File: src/rtl/booth_pp_gen_24x24_pkg.sv
// Shared widths and Booth digit codes for the 24x24 mantissa multiplier.
// Each code is packed as {one, two, neg}.
package booth_pp_gen_24x24_pkg;

    localparam int WIDTH  = 24;
    localparam int PP_W   = 26;
    localparam int NUM_PP = (WIDTH + 2) / 2;

    typedef struct packed {
        logic one;
        logic two;
        logic neg;
    } booth_code_t;

    localparam booth_code_t BOOTH_ZERO = 3'b000;
    localparam booth_code_t BOOTH_P1   = 3'b100;
    localparam booth_code_t BOOTH_P2   = 3'b010;
    localparam booth_code_t BOOTH_M1   = 3'b101;
    localparam booth_code_t BOOTH_M2   = 3'b011;

    // 111 maps to plain zero (not -0) so a negative zero never reaches the datapath.
    function automatic booth_code_t booth_encode(input logic [2:0] grp);
        booth_code_t code;
        case (grp)
            3'b001, 3'b010: code = BOOTH_P1;
            3'b011:         code = BOOTH_P2;
            3'b100:         code = BOOTH_M2;
            3'b101, 3'b110: code = BOOTH_M1;
            default:        code = BOOTH_ZERO;
        endcase
        return code;
    endfunction

endpackage

File: src/rtl/booth_pp_gen_24x24_booth_sel.sv
// One Booth group: encodes the live multiplier triplet, and forms the 26-bit
// partial product from the registered code and multiplicand.
module booth_sel
    import booth_pp_gen_24x24_pkg::*;
(
    input  logic [2:0]       grp,
    output logic [2:0]       code,
    input  logic [2:0]       code_r,
    input  logic [WIDTH-1:0] a,
    output logic [PP_W-1:0]  pp
);

    localparam logic [PP_W-1:0] PP_ONE = 1;

    booth_code_t     code_s;
    logic [PP_W-1:0] mag;

    assign code   = booth_encode(grp);
    assign code_s = booth_code_t'(code_r);

    // Full two's-complement negate here; the tree has no correction-bit input.
    always_comb begin
        mag = '0;
        if (code_s.one) begin
            mag = {2'b00, a};
        end else if (code_s.two) begin
            mag = {1'b0, a, 1'b0};
        end
        pp = code_s.neg ? (~mag + PP_ONE) : mag;
    end

endmodule

File: src/rtl/booth_pp_gen_24x24.sv
// Radix-4 Booth partial-product generator: stage 1 registers A and group codes,
// stage 2 registers the 13 formed partial products. Valid/ready on both sides.
module booth_pp_gen_24x24
    import booth_pp_gen_24x24_pkg::*;
(
    input  logic              clk,
    input  logic              rst,
    input  logic              in_valid,
    output logic              in_ready,
    input  logic [WIDTH-1:0]  multiplicand,
    input  logic [WIDTH-1:0]  multiplier,
    output logic              out_valid,
    input  logic              out_ready,
    output logic [PP_W-1:0]   partial_product1,
    output logic [PP_W-1:0]   partial_product2,
    output logic [PP_W-1:0]   partial_product3,
    output logic [PP_W-1:0]   partial_product4,
    output logic [PP_W-1:0]   partial_product5,
    output logic [PP_W-1:0]   partial_product6,
    output logic [PP_W-1:0]   partial_product7,
    output logic [PP_W-1:0]   partial_product8,
    output logic [PP_W-1:0]   partial_product9,
    output logic [PP_W-1:0]   partial_product10,
    output logic [PP_W-1:0]   partial_product11,
    output logic [PP_W-1:0]   partial_product12,
    output logic [PP_W-1:0]   partial_product13
);

    logic                               s1_valid_q, s1_valid_d;
    logic [WIDTH-1:0]                   a_q, a_d;
    logic [NUM_PP-1:0][2:0]             code_q, code_d, code_grp;
    logic                               out_valid_q, out_valid_d;
    logic [NUM_PP-1:0][PP_W-1:0]        pp_q, pp_d, pp_nxt;
    logic [2*NUM_PP:0]                  b_ext;
    logic                               s2_adv, s1_load;

    // Bit j of b_ext is b[j-1]: b[-1]=0 at the bottom, zero-extension on top.
    assign b_ext = {2'b00, multiplier, 1'b0};

    for (genvar k = 0; k < NUM_PP; k++) begin : g_sel
        booth_sel u_sel (
            .grp    (b_ext[2*k+2 -: 3]),
            .code   (code_grp[k]),
            .code_r (code_q[k]),
            .a      (a_q),
            .pp     (pp_nxt[k])
        );
    end

    assign s2_adv   = !out_valid_q || out_ready;
    assign in_ready = !s1_valid_q || s2_adv;
    assign s1_load  = in_valid && in_ready;

    always_comb begin
        s1_valid_d  = s1_load || (s1_valid_q && !s2_adv);
        a_d         = s1_load ? multiplicand : a_q;
        code_d      = s1_load ? code_grp : code_q;
        out_valid_d = s2_adv ? s1_valid_q : out_valid_q;
        pp_d        = (s2_adv && s1_valid_q) ? pp_nxt : pp_q;
    end

    always_ff @(posedge clk or negedge rst) begin
        if (!rst) begin
            s1_valid_q  <= 1'b0;
            a_q         <= '0;
            code_q      <= '0;
            out_valid_q <= 1'b0;
            pp_q        <= '0;
        end else begin
            s1_valid_q  <= s1_valid_d;
            a_q         <= a_d;
            code_q      <= code_d;
            out_valid_q <= out_valid_d;
            pp_q        <= pp_d;
        end
    end

    assign out_valid         = out_valid_q;
    assign partial_product1  = pp_q[0];
    assign partial_product2  = pp_q[1];
    assign partial_product3  = pp_q[2];
    assign partial_product4  = pp_q[3];
    assign partial_product5  = pp_q[4];
    assign partial_product6  = pp_q[5];
    assign partial_product7  = pp_q[6];
    assign partial_product8  = pp_q[7];
    assign partial_product9  = pp_q[8];
    assign partial_product10 = pp_q[9];
    assign partial_product11 = pp_q[10];
    assign partial_product12 = pp_q[11];
    assign partial_product13 = pp_q[12];

endmodule

File: config.mk
export PLATFORM = sky130hd
export DESIGN_NAME = booth_pp_gen_24x24
export DESIGN_NICKNAME = d
export VERILOG_FILES = /design/src/rtl/booth_pp_gen_24x24_pkg.sv /design/src/rtl/booth_pp_gen_24x24_booth_sel.sv /design/src/rtl/booth_pp_gen_24x24.sv
export SDC_FILE = /design/constraint.sdc
export NUM_CORES = 1
export LEC_CHECK = 0
export ABC_AREA = 1
export ABC_CLOCK_PERIOD_IN_PS = 3200
export CAP_MARGIN = 20
export CORE_AREA = 5 5 249 251
export DETAILED_ROUTE_END_ITERATION = 6
export DIE_AREA = 0 0 254 256
export PLACE_DENSITY = 0.78
export SYNTH_ARGS = -nofsm -noshare
export SYNTH_HDL_FRONTEND = slang
export SYNTH_HIERARCHICAL = 1
export SYNTH_SLANG_ARGS = --single-unit
File: constraint.sdc
create_clock -name clk -period 3.2 [get_ports clk]
set_clock_uncertainty 0.1 [all_clocks]
set_input_delay 0.64 -clock clk [delete_from_list [all_inputs] [get_ports clk]]
set_output_delay 0.64 -clock clk [all_outputs]
set_load 0.01 [all_outputs]
Word-level counts from Yosys, hierarchy flattened
Index checks and enable logic that the tools add are counted.
- flip-flop bits (word level): 403
- bits of input ports: 52
- output and inout port bits: 340
- logic and storage cells: 207
- add/subtract/negate cells: 13
- equality and inequality tests: 69
- mux-type cells: 52
- bitwise operators: 13
- reductions and logical operators: 31
- operators by type and width (cell ; number):
    two-way mux 26 bit ; 26
    adder 26 x 1 -> 26 bit, second input constant ; 13
    NOT 26 bit ; 13
    two-way mux 25 bit ; 13
    case mux 3 bit (4 select lines) ; 11
    == test 3 bit, second input constant ; 33
    == test 3 x 2 -> 1 bit, second input constant ; 22
    OR reduction 2 bit ; 22
    == test 3 x 1 -> 1 bit, second input constant ; 11
    case mux 3 bit (3 select lines) ; 1
    == test 2 bit, second input constant ; 2
    logical AND 1 bit ; 3
    zero test 1 bit ; 3
    logical OR 1 bit ; 3
    two-way mux 3 bit ; 1
    == test 2 x 1 -> 1 bit, second input constant ; 1

Logic depth before layout (Yosys ltp)
- word-level depth: 5
- gate-level depth with buffers: 18
- gate-level depth less buffers: 16

Hierarchy
Netlist, hierarchy kept.
- by module, submodules not included (module ; instances ; cells each ; area an instance (µm²) ; sequential area each (µm²)):
    booth_sel ; 13 ; 249 ; 1265.0 ; 0.0
    booth_pp_gen_24x24 ; 1 ; 1747 ; 15816.4 ; 10084.7

Worst setup path after synthesis
No wires, ideal clock.
- kind: reg-to-reg
- start point: reg a_q[8]
- end point: reg pp_q (netlist bit partial_product10[10])
- setup time: 0.066 ns
- arrival: 2.125 ns
- required time: 3.034 ns
- slack: 0.909 ns
- stages on the path, launching flop included: 10
- buffers on the path: 0
- clock period less this slack: 2.291 ns
- path through: dfrtp_1 -> nand2_1 -> nand2_2 -> nor2_2 -> nand2_1 -> nor2_4 -> nor2_1 -> xor2_1 -> nand3_1 -> nand2_1
- RTL lines (item ; line ; text):
    start, declared ; booth_pp_gen_24x24.sv:30 ; logic [WIDTH-1:0] a_q, a_d;
    start signal, assigned ; booth_pp_gen_24x24.sv:65 ; a_q <= '0;
    start signal, assigned ; booth_pp_gen_24x24.sv:71 ; a_q <= a_d;
    end signal, assigned ; booth_pp_gen_24x24.sv:74 ; pp_q <= pp_d;
    end, declared ; booth_pp_gen_24x24.sv:33 ; logic [NUM_PP-1:0][PP_W-1:0] pp_q, pp_d, pp_nxt;

Final worst setup path
- start point: in out_ready
- end point: out in_ready
- cells in the longest elaborated chain, start to end: 2
- RTL lines (item ; line ; text):
    start, declared ; booth_pp_gen_24x24.sv:13 ; input logic out_ready,
    logical OR 1 bit ; booth_pp_gen_24x24.sv:50 ; assign s2_adv = !out_valid_q || out_ready;
    logical OR 1 bit ; booth_pp_gen_24x24.sv:51 ; assign in_ready = !s1_valid_q || s2_adv;
    end, declared ; booth_pp_gen_24x24.sv:9 ; output logic in_ready,
No other way between the ends.

==> key figures <==
GRT
  • Vias in the first global route: 29,778
  • Global route overflow: 0
  • Initial antenna violation count: 11
  • Global-route wire length before repair: 162.7 mm
  • Largest net degree at the start of global routing: 201
  • Tot GR Track Use: 30.56%

Routing
  • Total Wirelength: 103.5 mm
  • Residual DRC: 0
  • DR vias/cell: 5.457
  • Post-DR wirelength/cell: 16.99 um
  • 1st-iter DRT viols: 3,094
  • Total number of vias: 33,240
  • TritonRoute pass-1 iters: 6
  • Post-route ant nets: 0

Synth
  • Synth warnings: 6
  • Post-synthesis register bit count: 403
  • Unique masters post-synth: 28
  • Post-synthesis instance total: 4,984
  • Post-Syn Area: 32,260 sq um
  • Post-synthesis sequential area ratio: 31.26%
  • Syn Area/Cell: 6.473 sq um

Place
  • Placed Instances: 5,997
  • Hpwl dp: 71.09 mm
  • Port Buffer Count: 391
  • Routability cong.: 0.9606

Setup path
  • CP endpoint kind: output pin
  • Crit Path Class: input port to output pin
  • CP Data Arrival Time: 2.04 ns
  • Crit-path max FO: 2
  • Required @ worst endpoint: 2.46 ns
  • CP Launch Type: input port
  • R2R Setup Slk: 0.54 ns

Layout
  • Post-Layout Cell Count: 6,091
  • Fin nets: 5,329
  • Area taken by multi-input logic gates: 19,650 sq um
  • Share of cells above drive strength 1: 12.32%
  • Area growth syn-to-layout: 18.38%
  • FILL cells: 5,429
  • Reg area: 10,100 sq um

Floorplan
  • # IOs: 392
  • Core Region: 59,680 sq um
  • Num rows: 90
  • Die H: 256 um
  • Die Area: 65,020 sq um
  • Die width: 254 um
  • Starting Density: 54.05%

Power
  • Sw Share: 41.94%
  • Gate power share: 47.3%
  • Reg power frac: 30.7%
  • Clock Power Share: 22.1%
  • Leak: 19.79 nW
  • Max rail drop VDD: 0.5408 mV
  • PD cells: 688.5 nW/um^2
  • Psw: 11.03 mW
  • Pint: 15.27 mW

STA
  • Slew headroom: 29.00%
  • Slew Limit Fails: 0
  • RSZ-0062 raised after global routing: false
  • Final setup viols: 0
  • Final-report hold violation count: 0
  • Worst-Margin Slew: 1.065 ns
  • Tmin final: 2.779 ns
  • Final setup TNS: 0 ns
  • Max Fclk: 0.3599 GHz
  • Period Utilization, post-route: 86.84%

Clock network
  • TritonCTS Sinks: 403
  • CTS root buf: clkbuf_16
  • H-tree levels: 2
  • Post_cts resized: 0
  • Clock latency on the worst-skew pair: 0.61 ns
  • Clock Pin Slew Worst Setup and Hold Paths: 0.07 ns
  • CTS tree: built
  • Max Buffers Root-to-Sink: 3
  • Clock buffer count from CTS: 46

Flow run
  • MaxCap Viol Count: 0

Run status
  • Status: complete, no violations

Worst hold path
  • HP Class: input port to flop
per-layer routing:
metal  vias to the layer above  track usage, %  wire length, um
met5                         -               0               41
met4                         6           9.636             3498
met3                       211           5.812             9468
met2                      1345           48.60            47430
met1                     15465           42.33            43020
li1                      16213               -                -
metrics by stage:
stage | power, mW | area [sq um] | hold slack, ns | worst slack (ns) | utilization, %
detailed placement | 20.40 | 36500 | 0.3576 | 0.4667 | 61.16
finish | 26.29 | 38190 | 0.3616 | 0.4212 | 63.99
CTS | 26.34 | 38170 | 0.3241 | 0.4327 | 63.96
floorplan | 15.40 | 32280 | 0.2444 | 0.9085 | -
global placement | 20.20 | 36500 | 0.3530 | 0.4528 | 61.16
global route | 28.00 | 38180 | 0.3469 | 0.3649 | 63.97
power groups by stage:
stage	sequential (mW)	combinational (mW)	clock [mW]
floorplan	8.23	7.16	0
global placement	8.07	12.1	0
detailed placement	8.09	12.3	0
CTS	8.04	12.4	5.91
global route	8.24	13.6	6.11
finish	8.06	12.4	5.80
final timing paths:
path / depth (start not counted) / from / end
max: 4 / out_ready / in_ready
min: 3 / in_valid / s1_valid_q$_DFF_PN0_
max reg2reg: 15 / a_q[0]$_DFFE_PN0P_ / partial_product6[18]$_DFFE_PN0P_
min reg2reg: 2 / partial_product12[1]$_DFFE_PN0P_ / partial_product12[1]$_DFFE_PN0P_
max in group asynchronous: 3 / rst / a_q[10]$_DFFE_PN0P_
min in group asynchronous: 2 / rst / partial_product5[6]$_DFFE_PN0P_
cell families (layout without fill, tap and decap cells):
kind of cell,count (synthesis),in the layout,synth area share [%]
flops,403,403,31.26
xor+xnor,169,169,4.588
other cells,1,14,0.01162
fa+ha+maj,13,13,0.5042
buf+inv,511,823,8.013
compound gates,65,65,1.160
simple gates,3822,3822,54.46
cells in the final DEF (no fill, tap or decap), types with 14 or more instances in the layout:
cell type and n:
clkbuf_16 46, and2_1 26, buf_4 67, nand3_4 14
nor2_2 104, nand2_4 14, nand2_1 2182, nand3b_1 52
xor2_1 78, xnor2_1 91, nor2_1 403, inv_1 249
nand4_1 26, dfrtp_1 389, buf_12 17, nand2_2 144
nor2_4 65, clkdlybuf4s50_1 389, nand3_2 104, o21ai_0 39
nand3_1 687
state kept, by name, summed over array words and instances, names as in the netlist, 24 cells and up:
name / flops
code_q: 39
partial_product1: 26
partial_product3: 26
partial_product9: 26
partial_product8: 26
partial_product5: 26
partial_product12: 26
partial_product6: 26
partial_product2: 26
partial_product10: 26
partial_product7: 26
a_q: 24
partial_product13: 26
partial_product11: 26
partial_product4: 26
cell usage after synthesis:
master | n | share of area [%]
inv_1 | 249 | 2.9
o21ai_2 | 13 | 0.35
clkbuf_1 | 21 | 0.24
buf_4 | 38 | 0.88
nand2_4 | 13 | 0.45
conb_1 | 1 | 0.012
and2_1 | 26 | 0.50
buf_6 | 26 | 0.91
nand3_2 | 104 | 3.2
o21ai_0 | 39 | 0.61
nand3_4 | 13 | 0.71
nor2_1 | 403 | 4.7
nor2_2 | 104 | 2.0
o21ai_1 | 13 | 0.20
buf_1 | 31 | 0.36
nand3_1 | 688 | 11
buf_8 | 13 | 0.61
nand3b_1 | 52 | 1.2
xnor2_1 | 91 | 2.5
ha_1 | 13 | 0.50
nand2_1 | 2183 | 25
dfrtp_1 | 403 | 31
xor2_1 | 78 | 2.1
nand4_1 | 26 | 0.50
nand2_2 | 145 | 2.8
inv_4 | 13 | 0.25
nor2_4 | 65 | 2.3
buf_2 | 120 | 1.9
what timing repair did:
action | in CTS | in global routing
buffers inserted | 0 | 0
setup endpoints to repair | 0 | 0
endpoints found under the hold margin | 39 | 0
hold buffers | 1 | 0
area by class of cell:
| type | count | area share [%] |
|---|---|---|
| Sequential cell | 403 | 26.46 |
| Inverter | 262 | 2.660 |
| Tap cell | 782 | 2.562 |
| Clock inverter | 27 | 0.9763 |
| Antenna cell | 7 | 0.04587 |
| Timing Repair Buffer | 475 | 12.47 |
| Clock buffer | 59 | 3.378 |
| Multi-Input combinational cell | 4076 | 51.45 |
worst max-delay path: stages:
cell             delay (ns)
clkdlybuf4s50_1        0.41
inv_1                  0.21
nand3_4                0.21
clkdlybuf4s50_1        0.57
Power figures use the tool's default switching activity.
